`config.mk`:
```
export PLATFORM = sky130hd
export DESIGN_NAME = vx_cache_evict_buf
export DESIGN_NICKNAME = d
export VERILOG_FILES = /design/src/rtl/vx_cache_evict_buf.sv
export SDC_FILE = /design/constraint.sdc
export NUM_CORES = 1
export LEC_CHECK = 0
export CAP_MARGIN = 40
export CORE_ASPECT_RATIO = 1.1
export CORE_UTILIZATION = 32
export CTS_CLUSTER_DIAMETER = 150
export DETAILED_ROUTE_END_ITERATION = 16
export HOLD_SLACK_MARGIN = 0.08
export PLACE_DENSITY = 0.69
export SLEW_MARGIN = 10
export SYNTH_ARGS = -nofsm -noshare
export SYNTH_HDL_FRONTEND = slang
export SYNTH_SLANG_ARGS = --single-unit
```
`constraint.sdc`:
```
create_clock -name clk -period 11.8 [get_ports clk]
set_input_delay 2.36 -clock clk [delete_from_list [all_inputs] [get_ports clk]]
set_output_delay 2.36 -clock clk [all_outputs]
set_load 0.05 [all_outputs]
```
`src/rtl/vx_cache_evict_buf.sv`:
```
// Writeback eviction buffer: captures dirty evicted lines into a small FIFO,
// issues them as memory write requests, and answers pending-writeback lookups.
module vx_cache_evict_buf #(
  parameter int unsigned LINE_SIZE  = 16,
  parameter int unsigned ADDR_WIDTH = 26,
  parameter int unsigned DEPTH      = 2
) (
  input  logic                          clk,
  input  logic                          reset,
  input  logic                          evict_valid,
  input  logic [ADDR_WIDTH-1:0]         evict_addr,
  input  logic [LINE_SIZE*8-1:0]        evict_data,
  input  logic [LINE_SIZE-1:0]          evict_byteen,
  output logic                          evict_ready,
  output logic                          mem_req_valid,
  output logic [ADDR_WIDTH-1:0]         mem_req_addr,
  output logic [LINE_SIZE*8-1:0]        mem_req_data,
  output logic [LINE_SIZE-1:0]          mem_req_byteen,
  input  logic                          mem_req_ready,
  input  logic [ADDR_WIDTH-1:0]         lookup_addr,
  output logic                          lookup_hit,
  output logic [$clog2(DEPTH):0]        count
);

  localparam int unsigned DATA_W = LINE_SIZE * 8;
  localparam int unsigned PTR_W  = $clog2(DEPTH);
  localparam int unsigned CNT_W  = PTR_W + 1;

  logic [ADDR_WIDTH-1:0] addr_q   [DEPTH];
  logic [DATA_W-1:0]     data_q   [DEPTH];
  logic [LINE_SIZE-1:0]  byteen_q [DEPTH];

  logic [DEPTH-1:0] valid_q, valid_d;
  logic [PTR_W-1:0] wr_ptr_q, wr_ptr_d;
  logic [PTR_W-1:0] rd_ptr_q, rd_ptr_d;
  logic [CNT_W-1:0] count_q, count_d;

  logic push_fire, push_store, pop_fire;

  assign evict_ready   = (count_q != CNT_W'(DEPTH));
  assign mem_req_valid = (count_q != CNT_W'(0));
  assign count         = count_q;

  assign push_fire  = evict_valid && evict_ready;
  // Clean lines complete the handshake but are never stored.
  assign push_store = push_fire && (|evict_byteen);
  assign pop_fire   = mem_req_valid && mem_req_ready;

  assign mem_req_addr   = addr_q[rd_ptr_q];
  assign mem_req_data   = data_q[rd_ptr_q];
  assign mem_req_byteen = byteen_q[rd_ptr_q];

  // Next-state for pointers, valid bits and occupancy.
  always_comb begin
    valid_d  = valid_q;
    wr_ptr_d = wr_ptr_q;
    rd_ptr_d = rd_ptr_q;
    count_d  = count_q;

    if (pop_fire) begin
      valid_d[rd_ptr_q] = 1'b0;
      rd_ptr_d          = rd_ptr_q + PTR_W'(1);
    end
    if (push_store) begin
      valid_d[wr_ptr_q] = 1'b1;
      wr_ptr_d          = wr_ptr_q + PTR_W'(1);
    end

    case ({push_store, pop_fire})
      2'b10:   count_d = count_q + CNT_W'(1);
      2'b01:   count_d = count_q - CNT_W'(1);
      default: count_d = count_q;
    endcase
  end

  always_ff @(posedge clk or negedge reset) begin
    if (!reset) begin
      valid_q  <= '0;
      wr_ptr_q <= '0;
      rd_ptr_q <= '0;
      count_q  <= '0;
    end else begin
      valid_q  <= valid_d;
      wr_ptr_q <= wr_ptr_d;
      rd_ptr_q <= rd_ptr_d;
      count_q  <= count_d;
    end
  end

  // Payload storage is qualified by valid bits, so it needs no reset.
  always_ff @(posedge clk) begin
    if (push_store) begin
      addr_q[wr_ptr_q]   <= evict_addr;
      data_q[wr_ptr_q]   <= evict_data;
      byteen_q[wr_ptr_q] <= evict_byteen;
    end
  end

  always_comb begin
    lookup_hit = 1'b0;
    for (int unsigned i = 0; i < DEPTH; i++) begin
      if (valid_q[i] && (addr_q[i] == lookup_addr)) begin
        lookup_hit = 1'b1;
      end
    end
  end

endmodule

```
==> impl_results.html <==
<table>
<tr><th>Metric</th><th>Value</th></tr>
<tr><th colspan="2">Run status</th></tr>
<tr><td>Status</td><td>finished, final reports clean</td></tr>
<tr><th colspan="2">Cells and area</th></tr>
<tr><td>Multi-input logic area</td><td>2640 um2</td></tr>
<tr><td>Area Overhead vs Synth</td><td>42.8%</td></tr>
<tr><td>Net count of the finished layout</td><td>1239</td></tr>
<tr><td>Count of filler cells inserted in the layout</td><td>3473</td></tr>
<tr><td>Number of cells in the finished layout apart from fillers</td><td>between 1.5k and 2k</td></tr>
<tr><td>Antenna diode count</td><td>0</td></tr>
<tr><td>Share of layout cells above drive strength 1</td><td>0.220</td></tr>
<tr><td>Register area</td><td>10400 um2</td></tr>
<tr><th colspan="2">Synthesis</th></tr>
<tr><td>Number of nets produced by synthesis</td><td>832</td></tr>
<tr><td>Synth Instances</td><td>631</td></tr>
<tr><td>Syn_area_per_cell</td><td>20.7 um2</td></tr>
<tr><td>Yosys warning total</td><td>0</td></tr>
<tr><td>Distinct cell type count of the synthesized netlist</td><td>20</td></tr>
<tr><td>Sequential-to-total area share from yosys stat</td><td>0.792</td></tr>
<tr><td>Syn Std Cell Area</td><td>13100 um2</td></tr>
<tr><td>Post-synthesis register bit count</td><td>346</td></tr>
<tr><th colspan="2">Setup path</th></tr>
<tr><td>Crit path to</td><td>lookup_hit</td></tr>
<tr><td>CP startpoint</td><td>lookup_addr[0]</td></tr>
<tr><td>Worst setup SP type</td><td>input pin</td></tr>
<tr><td>Arrival time reported for the critical path endpoint</td><td>about 4800 ps</td></tr>
<tr><td>Path type of the worst setup path</td><td>input pin to primary output</td></tr>
<tr><td>Biggest fanout along the worst timing path</td><td>2</td></tr>
<tr><td>Startpoint of the most critical register-to-register path</td><td>count[0]</td></tr>
<tr><td>Worst r2r path cells</td><td>5</td></tr>
<tr><td>Endpoint class of the critical path</td><td>primary output</td></tr>
<tr><td>Worst path required time</td><td>9440 ps</td></tr>
<tr><td>R2r endpoint</td><td>data_q[0][83]</td></tr>
<tr><td>Minimum setup slack among reg-to-reg paths</td><td>9030 ps</td></tr>
<tr><th colspan="2">Detailed routing</th></tr>
<tr><td>Post-DRT Antenna Nets</td><td>0</td></tr>
<tr><td>Post-detailed-route DRC marker count</td><td>0</td></tr>
<tr><td>Detail-routed net length per standard cell</td><td>19.5 um</td></tr>
<tr><td>Routed wire length</td><td>30.9 mm</td></tr>
<tr><td>Met2 layer wire length in the routed design</td><td>15.9 mm</td></tr>
<tr><td>Routed length on met3</td><td>about 2.8 mm</td></tr>
<tr><td>M1 wire length</td><td>11.6 mm</td></tr>
<tr><td>Vias/cell</td><td>~4.5</td></tr>
<tr><td>First-pass DRT Iterations</td><td>4</td></tr>
<tr><td>Detailed-route via count</td><td>a little over 7k</td></tr>
<tr><td>Highest metal layer with signal wires</td><td>met4</td></tr>
<tr><td>Detailed router's first-iteration violation count</td><td>249</td></tr>
<tr><th colspan="2">Floorplan</th></tr>
<tr><td>Die Width</td><td>195 um</td></tr>
<tr><td>Die Y</td><td>214 um</td></tr>
<tr><td>Starting utilization of the core area</td><td>0.325</td></tr>
<tr><td>Number of placement rows</td><td>77</td></tr>
<tr><td># IOs</td><td>375</td></tr>
<tr><td>Area inside the core boundary</td><td>~40000 um2</td></tr>
<tr><td>Die Outline Area</td><td>around 42000 um2</td></tr>
<tr><th colspan="2">Timing</th></tr>
<tr><td>Share of the cycle needed by the critical path after routing</td><td>0.603</td></tr>
<tr><td>Worst slew slack as a fraction of its limit</td><td>0.443</td></tr>
<tr><td>Largest clock skew in the final design</td><td>18.5 ps</td></tr>
<tr><td>Hold Violations, Final</td><td>0</td></tr>
<tr><td>Worst Tran Pin Value</td><td>836 ps</td></tr>
<tr><td>Final setup violation count</td><td>0</td></tr>
<tr><td>Pins Over Slew Limit</td><td>0</td></tr>
<tr><td>RSZ-0062 raised after global routing</td><td>false</td></tr>
<tr><td>Summed negative setup slack over all endpoints</td><td>0 ps</td></tr>
<tr><td>Final period demand of the worst path</td><td>7110 ps</td></tr>
<tr><td>Upper clock frequency limit</td><td>0.141 GHz</td></tr>
<tr><th colspan="2">Placement</th></tr>
<tr><td>Final estimated routing congestion in global placement</td><td>0.824</td></tr>
<tr><td>Placed Instances</td><td>1512</td></tr>
<tr><td>Port Buffers</td><td>between 300 and 400</td></tr>
<tr><td>HPWL reported at the end of detailed placement</td><td>21.7 mm</td></tr>
<tr><th colspan="2">Clock tree</th></tr>
<tr><td>Maximum buffer depth of the clock tree</td><td>3</td></tr>
<tr><td>Count of H-tree levels built during CTS</td><td>2</td></tr>
<tr><td>Post-CTS sizing</td><td>0</td></tr>
<tr><td>Clock-pin slew on the worst setup and hold paths</td><td>50 ps</td></tr>
<tr><td>CTS hold repair buffers</td><td>0</td></tr>
<tr><td>Num CTS Buffers</td><td>37</td></tr>
<tr><td>Clock Latency Late Sink</td><td>540 ps</td></tr>
<tr><td>Count of clock tree sinks</td><td>~350</td></tr>
<tr><td>Post-CTS setup buffer count</td><td>0</td></tr>
<tr><td>CTS tree</td><td>yes</td></tr>
<tr><td>Clock tree root buffer cell</td><td>sky130_fd_sc_hd__clkbuf_16</td></tr>
<tr><th colspan="2">GRT</th></tr>
<tr><td>First-pass GRT wire length</td><td>46.8 mm</td></tr>
<tr><td>Largest net degree at the start of global routing</td><td>between 50 and 60</td></tr>
<tr><td>Number of global-route vias before repair</td><td>~8k</td></tr>
<tr><td>Congestion Overflow GR</td><td>0</td></tr>
<tr><td>GR Util All Layers</td><td>0.148</td></tr>
<tr><td>Antenna violations before repair</td><td>0</td></tr>
<tr><th colspan="2">Power and ir drop</th></tr>
<tr><td>IR drop worst, VDD</td><td>0.179 mV</td></tr>
<tr><td>Leakage power summed over all cells</td><td>around 6.2 nW</td></tr>
<tr><td>Total power density per cell area</td><td>277 nW/um2</td></tr>
<tr><th colspan="2">Job</th></tr>
<tr><td>Number of max-capacitance violations reported</td><td>0</td></tr>
<tr><th colspan="2">Worst hold path</th></tr>
<tr><td>Type of the most critical hold path</td><td>register to register</td></tr>
<tr><td>Count of cells along the worst hold path</td><td>1</td></tr>
</table>
-- state kept, by name, summed over array words and instances (netlist names) --
signal	cells
addr_q	52
byteen_q	32
count	2
data_q	256
rd_ptr_q	1
valid_q	2
wr_ptr_q	1
-- report_power, final --
part | switching, mW | total (mW) | internal, mW
registers | 0.121 | 1.80 | 1.68
logic | 1.49 | 2.34 | 0.846
clock network | 0.450 | 1.04 | 0.594
total | 2.06 | 5.18 | 3.12
-- placed cells by master (no fill, tap or decap) --
master,count
sky130_fd_sc_hd__o21ai_0,3
sky130_fd_sc_hd__buf_16,5
sky130_fd_sc_hd__nor3_1,2
sky130_fd_sc_hd__clkbuf_16,37
sky130_fd_sc_hd__inv_6,2
sky130_fd_sc_hd__clkdlybuf4s50_1,374
sky130_fd_sc_hd__edfxtp_1,340
sky130_fd_sc_hd__nand3_1,3
sky130_fd_sc_hd__nor4_1,8
sky130_fd_sc_hd__clkinv_1,7
sky130_fd_sc_hd__o22ai_1,1
sky130_fd_sc_hd__xnor2_1,33
sky130_fd_sc_hd__or2_2,1
sky130_fd_sc_hd__or4_1,2
sky130_fd_sc_hd__clkinv_2,4
sky130_fd_sc_hd__nor2_4,2
sky130_fd_sc_hd__nor2_1,1
sky130_fd_sc_hd__xor2_1,24
sky130_fd_sc_hd__mux2_2,170
sky130_fd_sc_hd__nand2_1,3
sky130_fd_sc_hd__dfrtp_4,1
sky130_fd_sc_hd__clkinvlp_4,3
sky130_fd_sc_hd__buf_12,1
sky130_fd_sc_hd__inv_1,2
sky130_fd_sc_hd__dfrtp_1,5
sky130_fd_sc_hd__nand2b_1,1
sky130_fd_sc_hd__ha_1,1
sky130_fd_sc_hd__clkbuf_8,2
sky130_fd_sc_hd__nand4_1,9
sky130_fd_sc_hd__buf_4,7
sky130_fd_sc_hd__clkbuf_1,12
-- final cells by class --
cell class | count | area share
Clock buffer | 51 | 0.0534
Clock inverter | 16 | 0.00462
Inverter | 2 | 0.000402
Multi-Input combinational cell | 264 | 0.141
Sequential cell | 346 | 0.554
Tap cell | 513 | 0.0343
Timing Repair Buffer | 387 | 0.211
-- cell families after synthesis --
logic type / Yosys count / share of synthesized area
flops: 346 / 0.792
buf+inv: 21 / 0.00765
compound gates: 4 / 0.00163
mux: 170 / 0.146
fa+ha+maj: 1 / 0.000956
simple gates: 32 / 0.0139
xor+xnor: 57 / 0.0381
-- worst min-delay path by stage --
| stage | slack (ps) | end | from |
|---|---|---|---|
| after floorplan | 450 | valid_q[1] | valid_q[1] |
| after global placement | 520 | count[1] | count[1] |
| after detailed placement | 530 | valid_q[1] | valid_q[1] |
| after CTS | 540 | count[1] | count[1] |
| after global routing | 560 | count[1] | count[1] |
| final | 540 | count[1] | count[1] |
-- per-stage QoR --
stage	total power [mW]	utilization	hold WS, ps	setup slack, ps	area [um2]
floorplan	3.42	-	448	1330	13100
global placement	4.13	0.433	523	4700	17500
detailed placement	4.19	0.437	535	4670	17600
CTS	5.26	0.464	544	4670	18700
global route	5.39	0.464	556	4620	18700
finish	5.18	0.464	538	4690	18700
-- cells in the mapped netlist --
cell	instances	area share
sky130_fd_sc_hd__mux2_2	170	0.15
sky130_fd_sc_hd__nand3_1	3	0.0011
sky130_fd_sc_hd__clkbuf_1	2	0.00057
sky130_fd_sc_hd__buf_2	17	0.0065
sky130_fd_sc_hd__nand2_1	3	0.00086
sky130_fd_sc_hd__xor2_1	24	0.016
sky130_fd_sc_hd__edfxtp_1	340	0.78
sky130_fd_sc_hd__or2_2	1	0.00048
sky130_fd_sc_hd__o22ai_1	1	0.00048
sky130_fd_sc_hd__ha_1	1	0.00096
sky130_fd_sc_hd__nor2_1	3	0.00086
sky130_fd_sc_hd__nor3_1	2	0.00076
sky130_fd_sc_hd__inv_1	2	0.00057
sky130_fd_sc_hd__nand4_1	9	0.0043
sky130_fd_sc_hd__o21ai_0	3	0.0011
sky130_fd_sc_hd__dfrtp_1	6	0.011
sky130_fd_sc_hd__nand2b_1	1	0.00048
sky130_fd_sc_hd__nor4_1	8	0.0038
sky130_fd_sc_hd__xnor2_1	33	0.022
sky130_fd_sc_hd__or4_1	2	0.0011
-- worst max-delay path, cell delays in order --
cell and delay [ps]:
sky130_fd_sc_hd__clkdlybuf4s50_1 520, sky130_fd_sc_hd__xnor2_1 140, sky130_fd_sc_hd__nand4_1 180, sky130_fd_sc_hd__or4_1 550, sky130_fd_sc_hd__o22ai_1 180, sky130_fd_sc_hd__clkdlybuf4s50_1 820
-- layer usage --
metal	vias to the layer above	global-route usage
li1	3312	-
met1	3553	0.159
met2	274	0.262
met3	41	0.0617
met4	0	0.0459
met5	-	0
No activity file was read; power rests on OpenSTA's default activity.
